File: config.mk
export PLATFORM = sky130hd
export DESIGN_NAME = rev_counter_seq
export DESIGN_NICKNAME = d
export VERILOG_FILES = /design/src/rtl/rev_counter_seq.sv
export SDC_FILE = /design/constraint.sdc
export NUM_CORES = 1
export LEC_CHECK = 0
export BUFFER_PORTS_ARGS = -buffer_cell sky130_fd_sc_hd__buf_2
export CAP_MARGIN = 10
export CORE_MARGIN = 1.5
export CORE_UTILIZATION = 59
export CTS_BUF_LIST = sky130_fd_sc_hd__clkbuf_4
export CTS_CLUSTER_SIZE = 16
export DETAILED_ROUTE_END_ITERATION = 16
export PLACE_DENSITY = 0.86
export SLEW_MARGIN = 30
export SYNTH_ARGS = -nofsm -noshare
export SYNTH_HDL_FRONTEND = slang
export SYNTH_SLANG_ARGS = --single-unit
File: constraint.sdc
create_clock -name clk -period 2.9 [get_ports clk]
set_input_delay 0.145 -clock clk [delete_from_list [all_inputs] [get_ports clk]]
set_output_delay 0.145 -clock clk [all_outputs]
set_load 0.01 [all_outputs]
File: src/rtl/rev_counter_seq.sv
// Sequencer for a W-bit up/down counter: latches a target, sets the counter direction
// and issues paced single-cycle step enables until the counter reaches the target.
module rev_counter_seq #(
    parameter int unsigned W   = 4,
    parameter int unsigned DIV = 4
) (
    input  logic         clk,
    input  logic         rst,
    input  logic         start,
    input  logic [W-1:0] target,
    input  logic         pause,
    input  logic         abort,
    output logic         busy,
    output logic         done,
    output logic         err,
    output logic         cnt_dir,
    output logic         cnt_step,
    input  logic [W-1:0] cnt_q,
    input  logic         cnt_rc
);

    localparam int unsigned PW = (DIV > 1) ? $clog2(DIV) : 1;
    localparam logic [PW-1:0] PresLast = PW'(DIV - 1);

    typedef enum logic [1:0] {StIdle, StRun, StHold, StDone} state_e;

    state_e        state_q, state_d;
    logic [PW-1:0] presc_q, presc_d;
    logic [W-1:0]  target_q, target_d;
    logic          busy_q, busy_d;
    logic          done_q, done_d;
    logic          err_q, err_d;
    logic          dir_q, dir_d;
    logic          step_q, step_d;
    logic [W-1:0]  cnt_next;
    logic          landing;

    // A step issued last cycle has not reached cnt_q yet; with DIV=1 this stops a
    // second back-to-back step from overshooting the target.
    assign cnt_next = dir_q ? cnt_q + W'(1) : cnt_q - W'(1);
    assign landing  = step_q && (cnt_next == target_q);

    always_comb begin
        state_d  = state_q;
        presc_d  = presc_q;
        target_d = target_q;
        err_d    = err_q;
        dir_d    = dir_q;
        step_d   = 1'b0;

        unique case (state_q)
            StIdle: begin
                if (start) begin
                    target_d = target;
                    err_d    = 1'b0;
                    presc_d  = '0;
                    if (target == cnt_q) begin
                        state_d = StDone;
                    end else begin
                        dir_d   = (target > cnt_q);
                        state_d = StRun;
                    end
                end
            end
            StRun: begin
                if (abort) begin
                    state_d = StIdle;
                end else if (cnt_q == target_q) begin
                    state_d = StDone;
                end else if (pause) begin
                    state_d = StHold;
                end else if (presc_q == PresLast) begin
                    presc_d = '0;
                    if (landing) begin
                        step_d = 1'b0;
                    end else if (cnt_rc) begin
                        err_d   = 1'b1;
                        state_d = StIdle;
                    end else begin
                        step_d = 1'b1;
                    end
                end else begin
                    presc_d = presc_q + PW'(1);
                end
            end
            StHold: begin
                if (abort) begin
                    state_d = StIdle;
                end else if (!pause) begin
                    state_d = StRun;
                end
            end
            StDone: begin
                state_d = StIdle;
            end
            default: begin
                state_d = StIdle;
            end
        endcase

        busy_d = (state_d != StIdle);
        done_d = (state_d == StDone);
    end

    always_ff @(posedge clk) begin
        if (rst) begin
            state_q  <= StIdle;
            presc_q  <= '0;
            target_q <= '0;
            busy_q   <= 1'b0;
            done_q   <= 1'b0;
            err_q    <= 1'b0;
            dir_q    <= 1'b0;
            step_q   <= 1'b0;
        end else begin
            state_q  <= state_d;
            presc_q  <= presc_d;
            target_q <= target_d;
            busy_q   <= busy_d;
            done_q   <= done_d;
            err_q    <= err_d;
            dir_q    <= dir_d;
            step_q   <= step_d;
        end
    end

    assign busy     = busy_q;
    assign done     = done_q;
    assign err      = err_q;
    assign cnt_dir  = dir_q;
    assign cnt_step = step_q;

endmodule

==> impl_metrics.csv, run 1 <==
group,metric,value,unit
outcome,outcome,"completed",
floorplanning,core,1320,sq um
clock_tree,postCtsHoldBufs,0,
power,clock_power_share,0.267,
sta,max_freq,464,MHz
finish,drive_above_1_share,0.252,
clock_tree,clkTransAtPathRegs,80,ps
clock_tree,clockRootBuffer,"clkbuf_4",
logic_synthesis,seq_area_frac_synth,0.307,
clock_tree,clock_path_buffers,2,
sta,whs,104,ps
logic_synthesis,synth_fp_nets,117,
sta,final_hold_viol_count,0,
finish,num_antenna_cells,0,
floorplanning,die_w,40.9,um
detailed_routing,dr.pass1.iters,4,
hold_path,hold_path.class,"in2reg",
logic_synthesis,avgSynthCellArea,8.93,sq um
worst_setup_path,critPathMaxStageDelay,440,ps
power,switching_power,152,uW
global_routing,track_usage,0.285,
worst_setup_path,crit_chain,"inv_1, fa_1, xnor3_2, nand4_1, o311ai_2, a32oi_1, o21ai_0",
finish,synthToLayoutAreaGrowth,15.3,%
worst_setup_path,crit_fanout,4,
finish,nFillCells,110,
worst_setup_path,worstSetupStartpointType,"flip-flop",
worst_setup_path,critPathBufInv,1,
logic_synthesis,synth_warnings,0,
sta,period_needed,2160,ps
job,cap_violations,0,
logic_synthesis,synth.distinct_cells,36,
logic_synthesis,synth_edf_count,0,
clock_tree,post_cts_resized,0,
sta,skew,4.17,ps
placement,place_congestion,0.794,
sta,fin_setup_tns,0,ps
global_routing,grt_overflow,0,
placement,dp_hpwl,1520,um
detailed_routing,drtIter0Drc,36,
floorplanning,die_area,1670,sq um
power,p_leak,0.000470,uW
finish,final_nets,138,
detailed_routing,ant_nets,0,
floorplanning,io_pins,19,
sta,rsz0062_at_grt,"false",
finish,final_cell_mix,"18 x buf_2, 13 x dfxtp_1, 12 x nand2_1",
placement,port-buffer-count,18,
clock_tree,post_cts_buffers,0,
sta,max_slew.worst_pin.slew,371,ps
power,p_int,318,uW
power,p_seq_frac,0.431,
logic_synthesis,synth_seq_cells,13,
worst_setup_path,setup.reg_to_reg.worst_slack,740,ps
worst_setup_path,critPathKind,"reg2reg",
global_routing,grt_pass1_wl,2930,um
logic_synthesis,synthFlopType,"dfxtp_1",
worst_setup_path,cp.arrival,2310,ps
clock_tree,cts_tree,"built",
logic_synthesis,synthArstFlopShare,0,
global_routing,antenna_found_initial,0,
power,ir_worst_vdd,493,uV
detailed_routing,routedWlPerCell,14.4,um
sta,slew_viol_final,0,
finish,layout_commonest_cell,"buf_2",
floorplanning,die_y,40.9,um
sta,period_share,0.743,
floorplanning,start_util,0.644,
global_routing,grt_pass1_vias,691,
detailed_routing,route.detailed.drc,0,
worst_setup_path,end_kind,"flip-flop",
sta,setup_viol,0,
worst_setup_path,worst_ep_required_time,3050,ps
sta,max_slew_margin,0.753,
logic_synthesis,mappedNetlistArea,848,sq um
clock_tree,clock-sinks,13,
detailed_routing,vias,765,
detailed_routing,wl,1880,um
detailed_routing,avgViaCountPerCell,5.88,
floorplanning,rows,13,
power,pwr-share-comb,0.301,
power,swShare,0.323,
global_routing,grt_start_max_net_pins,13,
worst_setup_path,cp_slowest_cell,"fa_1",
power,power_density,480,nW/um^2
logic_synthesis,syn_inst,95,
clock_tree,cts_buffers,3,
worst_setup_path,cp_top_family,"compound AO/OA/AOI/OAI gates",
clock_tree,htree_levels,1,
clock_tree,insertion_delay,280,ps
area by class of cell:
cell class | count | area, sq um | share of cell area
multi-input cells | 71 | 546 | 0.558
flip-flops and latches | 13 | 260 | 0.266
repair buffers | 18 | 90.1 | 0.0921
inverters | 9 | 33.8 | 0.0345
clock buffers | 4 | 30.0 | 0.0307
well taps | 15 | 18.8 | 0.0192
tightest hold or removal path, cell delays in order:
cell	delay (ps)
buf_2	100
nand2_1	50
a21oi_1	50
cell usage after synthesis (2+ instances only):
| cell | n | area share |
|---|---|---|
| nor3_1 | 2 | 0.012 |
| nand2_1 | 12 | 0.053 |
| o21ai_0 | 4 | 0.024 |
| xor2_1 | 5 | 0.052 |
| nor2_1 | 5 | 0.022 |
| nand4_1 | 2 | 0.015 |
| inv_1 | 9 | 0.040 |
| nand2b_1 | 2 | 0.015 |
| dfxtp_1 | 13 | 0.31 |
| ha_1 | 7 | 0.10 |
| a21oi_1 | 9 | 0.053 |
power groups by stage:
stage	Combinational (uW)	Clock, uW	Sequential (uW)
final	142	126	203
after detailed placement	140	0	207
after global placement	132	0	206
after floorplan	98.2	0	207
after CTS	141	126	203
after global routing	158	131	204
cell families (layout without fill, tap and decap cells):
family          Yosys count  count (layout)  share of synthesized area
compound gates           21              21                      0.186
xor+xnor                  8               8                      0.118
fa+ha+maj                 8               8                      0.127
buf+inv                  11              31                     0.0501
flops                    13              13                      0.307
simple gates             34              34                      0.212
metrics by stage:
stage	power, uW	setup slack [ps]	util	std cells	instance area [sq um]
final	470	744	0.743	130	978
after global routing	494	554	0.743	130	978
after CTS	470	725	0.743	130	978
after detailed placement	346	732	0.720	126	948
after global placement	338	871	0.720	126	948
after floorplan	305	857	-	95	848
registers in the layout (all words and copies together), names as in the netlist:
name	count
cnt_step	1
state_q	2
cnt_dir	1
done	1
err	1
busy	1
target_q	4
presc_q	2
final timing paths:
check / startpoint / endpoint / cells past startpoint
max reg2reg: cnt_dir / busy / 7
max: cnt_dir / busy / 7
min: target[3] / target_q[3] / 3
min reg2reg: presc_q[1] / presc_q[1] / 2
layer usage:
| metal | vias to the layer above | global-route usage | wire length, um |
|---|---|---|---|
| li1 | 377 | - | - |
| met1 | 353 | 0.338 | 770 |
| met2 | 27 | 0.473 | 953 |
| met3 | 8 | 0.0815 | 114 |
| met4 | 0 | 0.125 | 38 |
| met5 | - | 0 | 0 |
Power figures use the tool's default switching activity.
==> run 2, diff against run 1 <==
--- a/config.mk
+++ b/config.mk
@@ -8,11 +8,11 @@
 export BUFFER_PORTS_ARGS = -buffer_cell sky130_fd_sc_hd__buf_2
 export CAP_MARGIN = 10
 export CORE_MARGIN = 1.5
-export CORE_UTILIZATION = 59
+export CORE_UTILIZATION = 49
 export CTS_BUF_LIST = sky130_fd_sc_hd__clkbuf_4
 export CTS_CLUSTER_SIZE = 16
 export DETAILED_ROUTE_END_ITERATION = 16
-export PLACE_DENSITY = 0.86
+export PLACE_DENSITY = 0.76
 export SLEW_MARGIN = 30
 export SYNTH_ARGS = -nofsm -noshare
 export SYNTH_HDL_FRONTEND = slang
==> constraint.sdc (replaced) <==
create_clock -name clk -period 1.8 [get_ports clk]
set_input_delay 0.09 -clock clk [delete_from_list [all_inputs] [get_ports clk]]
set_output_delay 0.09 -clock clk [all_outputs]
set_load 0.01 [all_outputs]
==> run 2 against run 1 <==
  * The run now ends with design-rule violations, negative setup slack left
  * First-iteration DRC count shrank 83%
  * Sequential share of layout area shrank 1.2 points
  * Die area increased by 19%
  * Maximum frequency increased by 11%
  * Clock skew shrank 3.5 ps
  * Global-route usage is 3.8 points lower
  * Routed wire length is 8.2% higher
  * Flip-flop and latch count unchanged
  * Combinational power grew 80%
  * Critical path type unchanged
  * Critical endpoint is now done
==> impl_metrics.csv, run 2 (same netlist as run 1, synthesis figures left out) <==
group,metric,value,unit
detailed_routing,ant_nets,0,
hold_path,hold_depth,3,
sta,whs,51.7,ps
clock_tree,clock_path_buffers,2,
clock_tree,clkTransAtPathRegs,90,ps
finish,final_nets,144,
floorplanning,die_area,1990,sq um
power,p_leak,0.000505,uW
power,clock_power_share,0.267,
worst_setup_path,crit_fanout,3,
finish,drive_above_1_share,0.322,
worst_setup_path,ff2ff_path_depth,7,
global_routing,antenna_found_initial,0,
clock_tree,clockRootBuffer,"clkbuf_4",
worst_setup_path,setup.reg_to_reg.worst_slack,-140,ps
worst_setup_path,cp.arrival,2160,ps
global_routing,grt_overflow,0,
finish,fin_util,0.668,
outcome,outcome,"complete, but fails checks",
clock_tree,cts_tree,"built",
hold_path,min_from,"target[0]",
power,switching_power,264,uW
clock_tree,htree_levels,1,
floorplanning,rows,14,
sta,max_slew.worst_pin.slew,320,ps
global_routing,track_usage,0.247,
power,pwr-share-comb,0.321,
finish,reg_top3,"target_q x4, presc_q x2, state_q x2",
floorplanning,die_y,44.6,um
worst_setup_path,worstSetupStartpointType,"flip-flop",
worst_setup_path,r2r_end,"done",
floorplanning,start_util,0.544,
detailed_routing,drtIter0Drc,6,
floorplanning,die_w,44.6,um
power,ir_worst_vdd,475,uV
worst_setup_path,worst_ep_required_time,2030,ps
worst_setup_path,critPathKind,"reg2reg",
finish,largest_reg_flops,4,
power,swShare,0.331,
global_routing,grt_start_max_net_pins,13,
floorplanning,core,1560,sq um
detailed_routing,avgViaCountPerCell,5.71,
hold_path,holdPathEnd,"target_q[0]",
sta,period_share,1.08,
sta,slew_viol_final,0,
sta,max_freq,516,MHz
sta,skew,0.715,ps
finish,nFillCells,129,
detailed_routing,route.detailed.drc,1,
detailed_routing,vias,782,
placement,dp_hpwl,1540,um
placement,port-buffer-count,18,
sta,fin_ws,-137,ps
floorplanning,io_pins,19,
placement,place_congestion,0.893,
worst_setup_path,r2r_start,"cnt_dir",
clock_tree,postCtsHoldBufs,0,
detailed_routing,routedWlPerCell,14.8,um
sta,period_needed,1940,ps
finish,num_antenna_cells,0,
clock_tree,clock-sinks,13,
sta,final_hold_viol_count,0,
finish,layout_commonest_cell,"buf_2",
clock_tree,insertion_delay,290,ps
finish,synthToLayoutAreaGrowth,22.7,%
power,p_seq_frac,0.412,
sta,rsz0062_at_grt,"true",
hold_path,hold_path.class,"in2reg",
global_routing,grt_pass1_wl,3390,um
power,p_int,534,uW
job,cap_violations,0,
outcome,violations,"design-rule violations, negative setup slack",
worst_setup_path,end_kind,"flip-flop",
finish,largest-register,"target_q",
detailed_routing,dr.pass1.iters,10,
power,power_density,766,nW/um^2
global_routing,grt_pass1_vias,785,
sta,setup_viol,4,
clock_tree,cts_buffers,3,
detailed_routing,wl,2030,um
sta,max_slew_margin,0.786,
finish,final_cell_mix,"18 x buf_2, 12 x nand2_1, 12 x dfxtp_1",
## run 2: cell type report
class / instances / area [sq um] / area share
clock buffer: 4 / 30.0 / 0.0288
inverter: 9 / 36.3 / 0.0349
multi-input combinational: 71 / 556 / 0.534
sequential: 13 / 264 / 0.254
tap: 16 / 20.0 / 0.0192
timing repair buffer: 24 / 135 / 0.130
## run 2: stage by stage
stage	instance area, sq um	setup WS (ps)	instances	total power (uW)	TNS, ps
after CTS	1040	-101	137	800	-330
after floorplan	857	19.4	95	495	0
final	1040	-137	137	798	-447
after global routing	1040	-217	137	845	-865
after detailed placement	996	-82.5	132	575	-267
after global placement	996	1.63	132	566	0
## run 2: layer usage
layer	track usage	vias to the layer above	wire, um
li1	-	385	-
met1	0.298	369	902
met2	0.403	20	1010
met3	0.0571	8	60
met4	0.133	0	60
met5	0	-	0
## run 2: worst max-delay path, cell delays in order, from the launching register on
cell      delay, ps
dfxtp_4         370
inv_4            40
fa_2            540
xnor2_2         120
nand4_1         160
o311ai_2        330
a32oi_1         210
nor2_1          130
## run 2: power by group through the flow
stage               Clock [uW]  Combinational, uW  Sequential, uW
floorplan                    0                160             336
global placement             0                233             333
detailed placement           0                242             334
CTS                        218                255             328
global route               229                285             331
finish                     213                256             328
## run 2: worst max path at each step
stage,startpoint,endpoint,slack (ps),cells past startpoint
final,cnt_dir,done,-140,7
after detailed placement,cnt_dir,done,-80,7
after CTS,cnt_dir,done,-100,7
after global routing,cnt_dir,done,-220,7
after global placement,cnt_dir,err,2,7
after floorplan,cnt_dir,err,20,7
## run 2: timing repair
| item | 4_1_cts | 5_1_grt |
|---|---|---|
| buffers inserted | 1 | 1 |
| pin swaps | 0 | 1 |
| setup endpoints to repair | 5 | 5 |
| resized for setup | 1 | 0 |
